$ cat src/rtl/lc3_execute.sv
// lc3_execute: LC3 execute stage with ALU, address adder, operand bypass and registered outputs
module lc3_execute (
    input  logic        clock,
    input  logic        reset,
    input  logic        enable_execute,
    input  logic [5:0]  E_Control,
    input  logic [15:0] IR,
    input  logic [15:0] npc_in,
    input  logic [1:0]  W_Control_in,
    input  logic        Mem_Control_in,
    input  logic [15:0] VSR1,
    input  logic [15:0] VSR2,
    input  logic        bypass_alu_1,
    input  logic        bypass_alu_2,
    input  logic        bypass_mem_1,
    input  logic        bypass_mem_2,
    input  logic [15:0] Mem_Bypass_Val,
    output logic [15:0] aluout,
    output logic [15:0] pcout,
    output logic [2:0]  NZP,
    output logic [2:0]  dr,
    output logic [15:0] M_Data,
    output logic [15:0] IR_Exec,
    output logic [1:0]  W_Control_out,
    output logic        Mem_Control_out,
    output logic [2:0]  sr1,
    output logic [2:0]  sr2
);
    logic [15:0] aluout_q, aluout_d, pcout_q, pcout_d, m_data_q, m_data_d, ir_exec_q, ir_exec_d;
    logic [2:0]  nzp_q, nzp_d, dr_q, dr_d;
    logic [1:0]  w_control_q, w_control_d;
    logic        mem_control_q, mem_control_d;
    logic [3:0]  opcode;
    logic [15:0] op1, rs2, op2, alu_res, offset, base, addr;
    logic        is_store, is_alu;

    assign opcode   = IR[15:12];
    assign is_store = opcode inside {4'b0011, 4'b0111, 4'b1011};
    assign is_alu   = opcode inside {4'b0001, 4'b0101, 4'b1001};
    assign sr1      = IR[8:6];
    assign sr2      = is_store ? IR[11:9] : IR[2:0];

    // Operand selection, ALU and address adder; ALU bypass sees the pre-edge aluout
    always_comb begin
        op1     = bypass_alu_1 ? aluout_q : bypass_mem_1 ? Mem_Bypass_Val : VSR1;
        rs2     = bypass_alu_2 ? aluout_q : bypass_mem_2 ? Mem_Bypass_Val : VSR2;
        op2     = E_Control[0] ? rs2 : {{11{IR[4]}}, IR[4:0]};
        alu_res = E_Control[5:4] == 2'b00 ? op1 + op2 :
                  E_Control[5:4] == 2'b01 ? op1 & op2 :
                  E_Control[5:4] == 2'b10 ? ~op1 : 16'h0000;
        offset  = E_Control[3:2] == 2'b00 ? {{5{IR[10]}}, IR[10:0]} :
                  E_Control[3:2] == 2'b01 ? {{7{IR[8]}}, IR[8:0]} :
                  E_Control[3:2] == 2'b10 ? {{10{IR[5]}}, IR[5:0]} : 16'h0000;
        base    = E_Control[1] ? npc_in : op1;
        addr    = base + offset;
    end

    // Next-state values: capture when enabled, otherwise hold
    always_comb begin
        aluout_d      = enable_execute ? (is_alu ? alu_res : addr) : aluout_q;
        pcout_d       = enable_execute ? addr : pcout_q;
        nzp_d         = enable_execute ? (opcode == 4'b0000 ? IR[11:9] :
                                          opcode == 4'b1100 ? 3'b111 : 3'b000) : nzp_q;
        dr_d          = enable_execute ? IR[11:9] : dr_q;
        m_data_d      = enable_execute ? rs2 : m_data_q;
        ir_exec_d     = enable_execute ? IR : ir_exec_q;
        w_control_d   = enable_execute ? W_Control_in : w_control_q;
        mem_control_d = enable_execute ? Mem_Control_in : mem_control_q;
    end

    // Pipeline registers, cleared asynchronously by reset
    always_ff @(posedge clock or negedge reset) begin
        if (!reset) begin
            aluout_q      <= '0;
            pcout_q       <= '0;
            nzp_q         <= '0;
            dr_q          <= '0;
            m_data_q      <= '0;
            ir_exec_q     <= '0;
            w_control_q   <= '0;
            mem_control_q <= 1'b0;
        end else begin
            aluout_q      <= aluout_d;
            pcout_q       <= pcout_d;
            nzp_q         <= nzp_d;
            dr_q          <= dr_d;
            m_data_q      <= m_data_d;
            ir_exec_q     <= ir_exec_d;
            w_control_q   <= w_control_d;
            mem_control_q <= mem_control_d;
        end
    end

    assign aluout          = aluout_q;
    assign pcout           = pcout_q;
    assign NZP             = nzp_q;
    assign dr              = dr_q;
    assign M_Data          = m_data_q;
    assign IR_Exec         = ir_exec_q;
    assign W_Control_out   = w_control_q;
    assign Mem_Control_out = mem_control_q;
endmodule

$ cat config.mk
export PLATFORM = sky130hd
export DESIGN_NAME = lc3_execute
export DESIGN_NICKNAME = d
export VERILOG_FILES = /design/src/rtl/lc3_execute.sv
export SDC_FILE = /design/constraint.sdc
export NUM_CORES = 1
export LEC_CHECK = 0
export ABC_AREA = 1
export BUFFER_PORTS_ARGS = -buffer_cell sky130_fd_sc_hd__buf_2
export CAP_MARGIN = 20
export CORE_MARGIN = 1.5
export CORE_UTILIZATION = 40
export CTS_CLUSTER_SIZE = 20
export DETAILED_ROUTE_END_ITERATION = 10
export PLACE_DENSITY_LB_ADDON = 0.08
export SLEW_MARGIN = 20
export SYNTH_ARGS = -nofsm -noshare
export SYNTH_HDL_FRONTEND = slang
export SYNTH_SLANG_ARGS = --single-unit
$ cat constraint.sdc
create_clock -name clock -period 3.4 [get_ports clock]
set_input_delay 0.68 -clock clock [delete_from_list [all_inputs] [get_ports clock]]
set_output_delay 0.68 -clock clock [all_outputs]
set_load 0.005 [all_outputs]
==> key figures <==
Yosys
  • Register area share after synthesis: 29.3%
  • Cells after Synth: 911
  • Ys flop type: dfrtp_1
  • Seq cells post-synth: 70
  • Synth Area in Compound Gates: 15.0%
  • Synthesized net count: 1032
  • Top-count cell post-synth: nand2_1
  • Yosys top cell area share: 29.3%
  • Yosys warnings: 0
  • Area contributors post-synth: dfrtp_1, nand2_1, nand3_1, o21ai_0, ha_1
  • Synthesized cell area: 0.00598 mm^2
  • Synth cell types: 50
  • Post-Synth Simple-Gate Area: 37.6%
  • Largest family of logic cells by synthesized area: simple AND/OR/NAND/NOR gates
  • Post-synthesis mux area share: 0.188%
  • Post-synthesis adder-cell area fraction: 5.36%
  • Average size of a mapped cell: 6.56 um^2
  • Post-synth EDFFs: 0
  • Asr flop ratio synth: 100%
  • Fraction of synthesized cell area in xor and xnor cells: 2.78%
  • Post-synth top area cell: dfrtp_1
  • Leading cell types by count after synthesis: nand2_1, nand3_1, o21ai_0, inv_1, dfrtp_1

Global route
  • Largest net degree at the start of global routing: 71
  • Grt total ovfl: 0
  • Total track usage: 26.8%
  • Initial antenna violation count: 0
  • Number of global-route vias before repair: 6319
  • First-pass GRT wire length: 33.0 mm

Power and ir drop
  • Tot Pwr: 3.75 mW
  • Sw Ratio: 40.3%
  • Sw Pwr: 1.51 mW
  • LEAKAGE: 4.17 nW
  • Comb pwr share: 44.2%
  • Clk pwr share: 26.1%
  • Maximum vdd drop: 0.249 mV
  • Power Density: 494 mW/mm^2
  • Internal power: 2.24 mW
  • Flop pwr share: 29.6%

Placement
  • Detailed Place HPWL: 16.4 mm
  • DP Area: 0.00729 mm^2
  • Placed cells: 1278
  • Port Buffers: 174
  • RD Place Congestion: 0.927

Clock network
  • Longest Clk Path Bufs: 2
  • Clock Root Buffer: clkbuf_16
  • Number of buffers added for setup after CTS: 0
  • CTS H-tree depth: 3
  • Clk sink count: 70
  • CTS tree: built
  • CTS Buf Count: 9
  • CTS resizes: 0
  • Clock latency on the worst-skew pair: 350 ps
  • Cts hold-fix bufs: 0
  • Clk slew on worst S/H paths: 60 ps

Finish
  • Fill cells: 1553
  • Layout cell share with drive strength beyond 1: 27.5%
  • Final net count: 1226
  • Antenna cells: 0
  • Area grow syn2layout: 26.9%
  • Post-route cell area: 0.00759 mm^2
  • Fin cells: 1294

Floorplanning
  • DIE HEIGHT: 125 um
  • IO Pins: 175
  • Core ar.: 0.0146 mm^2
  • Initial Util: 41.0%
  • Die area: 0.0157 mm^2
  • Cell row count: 44
  • Chip Width: 125 um

Critical path
  • CP max stage delay: 340 ps
  • Worst r2r dst: aluout[14]
  • CP top delay family: compound AO/OA/AOI/OAI gates
  • R2r setup slk: 740 ps
  • Startpoint types: primary input
  • Critical Path End Type: flip-flop
  • Setup Crit Path Kind: primary input to flip-flop
  • Worst reg-to-reg path cell count: 12
  • Slowest cell on the critical path: ha_1
  • CP Buf/Inv Count: 5
  • Crit-path max FO: 11
  • CP required: 3640 ps
  • Worst Path Arrival: 3280 ps
  • Critical Path, Cell by Cell: buf_2 -> inv_4 -> buf_12 -> nand2_1 -> nand3_1 -> o21ai_2 -> o21ai_0 -> ha_1 -> inv_1 -> o21bai_1 -> a21oi_1 -> buf_4 -> o21ai_0 -> a21oi_1 -> o21ai_0 -> xnor2_1 -> nand2_1 -> nand3_1 -> nand2_1
  • Reg2reg start: aluout[10]

Drt
  • ANT nets after route: 0
  • Pre-Repair DR Iteration Count: 5
  • Routed WL per cell: 16.0 um
  • Detailed Route WL: 20.7 mm
  • Remaining routing DRC violations: 0
  • DR vias: 6701
  • Initial drt markers: 423
  • Via density: 5.18

Run status
  • Status: finished clean

Timing
  • Final Setup Violations: 0
  • Tightest Pin Transition: 981 ps
  • Fin crit share: 89.5%
  • Worst hold slack: 435 ps
  • Clock Skew: 10.9 ps
  • Fmax: 328 MHz
  • RSZ-0062 raised after global routing: no
  • Crit path time final: 3040 ps
  • Relative slew slack: 34.6%
  • Pins Over Slew Limit: 0
  • Hold Fails Final Rpt: 0
  • Total negative slack: 0 ps

Run
  • Max Cap Violations: 0

Min path
  • HP Class: primary input to async pin
[worst reg2reg max path, cell delays in order, from the launching register on]
cell and delay [ps]:
dfrtp_1 440, o21ai_0 410, o21ai_0 200, ha_1 390
buf_4 140, nand2_1 50, nor2_1 140, nand2_1 60
o21ai_0 270, xor2_1 220, nand2_1 70, nand3_1 80
nand2_1 60
[registers in the layout, summed over array words and instances (netlist names)]
register / flops
pcout: 16
NZP: 3
Mem_Control_out: 1
aluout: 16
W_Control_out: 2
M_Data: 16
IR_Exec: 16
[cell type report]
type	instances	area [um^2]	area share [%]
clock inverter	6	70.1	0.923
multi-input combinational	711	3690	48.6
tap	184	230	3.03
timing repair buffer	225	1280	16.9
sequential	70	1750	23.1
inverter	88	340	4.48
clock buffer	10	229	3.02
[cells by family after synthesis]
logic type	after synthesis
AO/OA/AOI/OAI	159
XOR/XNOR	19
adder cells (fa/ha/maj)	25
buffers and inverters	130
flip-flops	70
multiplexers	1
AND/OR/NAND/NOR	507
[per-layer routing]
layer	GRT usage (%)	wire length, um
met1	36.9	9730
met3	5.69	1220
met5	0	0
met4	4.68	166
met2	43.9	9620
[worst max-delay path by stage]
stage | startpoint | slack, ps | to | cells past startpoint
after floorplan | bypass_mem_1 | 40 | aluout[12] | 20
after global placement | bypass_mem_1 | -50 | aluout[11] | 19
after detailed placement | bypass_mem_1 | 7 | aluout[12] | 19
after CTS | bypass_mem_1 | 360 | aluout[12] | 19
after global routing | E_Control[3] | 110 | aluout[13] | 20
final | bypass_mem_1 | 360 | aluout[11] | 19
[stage by stage]
step / worst slack, ps / util, %
4_1_cts: 363 / 52.0
3_3_place_gp: -48.9 / 50.0
6_report: 356 / 52.0
2_1_floorplan: 44.7 / -
5_1_grt: 106 / 52.0
3_5_place_dp: 6.74 / 50.0
[layout by cell type, fill, tap and decap left out, types with 4 or more instances in the layout]
master     instances
nand2_2           17
a31oi_1            7
nor2_1            36
inv_2              9
dfrtp_1           70
buf_4             50
ha_1              23
buf_2            173
a221oi_1           7
clkbuf_16          9
nor3_1             4
inv_1             73
nand4_1            5
nand2_1          325
xor2_1            10
nand3_2           12
xnor2_1            9
o22ai_1            5
inv_4              4
o21ai_1            9
o21ai_0           79
o211ai_1           5
nand2_4            4
a21oi_1           29
nand3_1           87
[power groups by stage]
stage	clock [mW]	sequential (mW)	combinational, mW
floorplan	0	1.11	0.981
global placement	0	1.13	1.64
detailed placement	0	1.12	1.64
CTS	1.01	1.11	1.65
global route	1.04	1.13	1.85
finish	0.980	1.11	1.66
No activity file was read; power rests on OpenSTA's default activity.
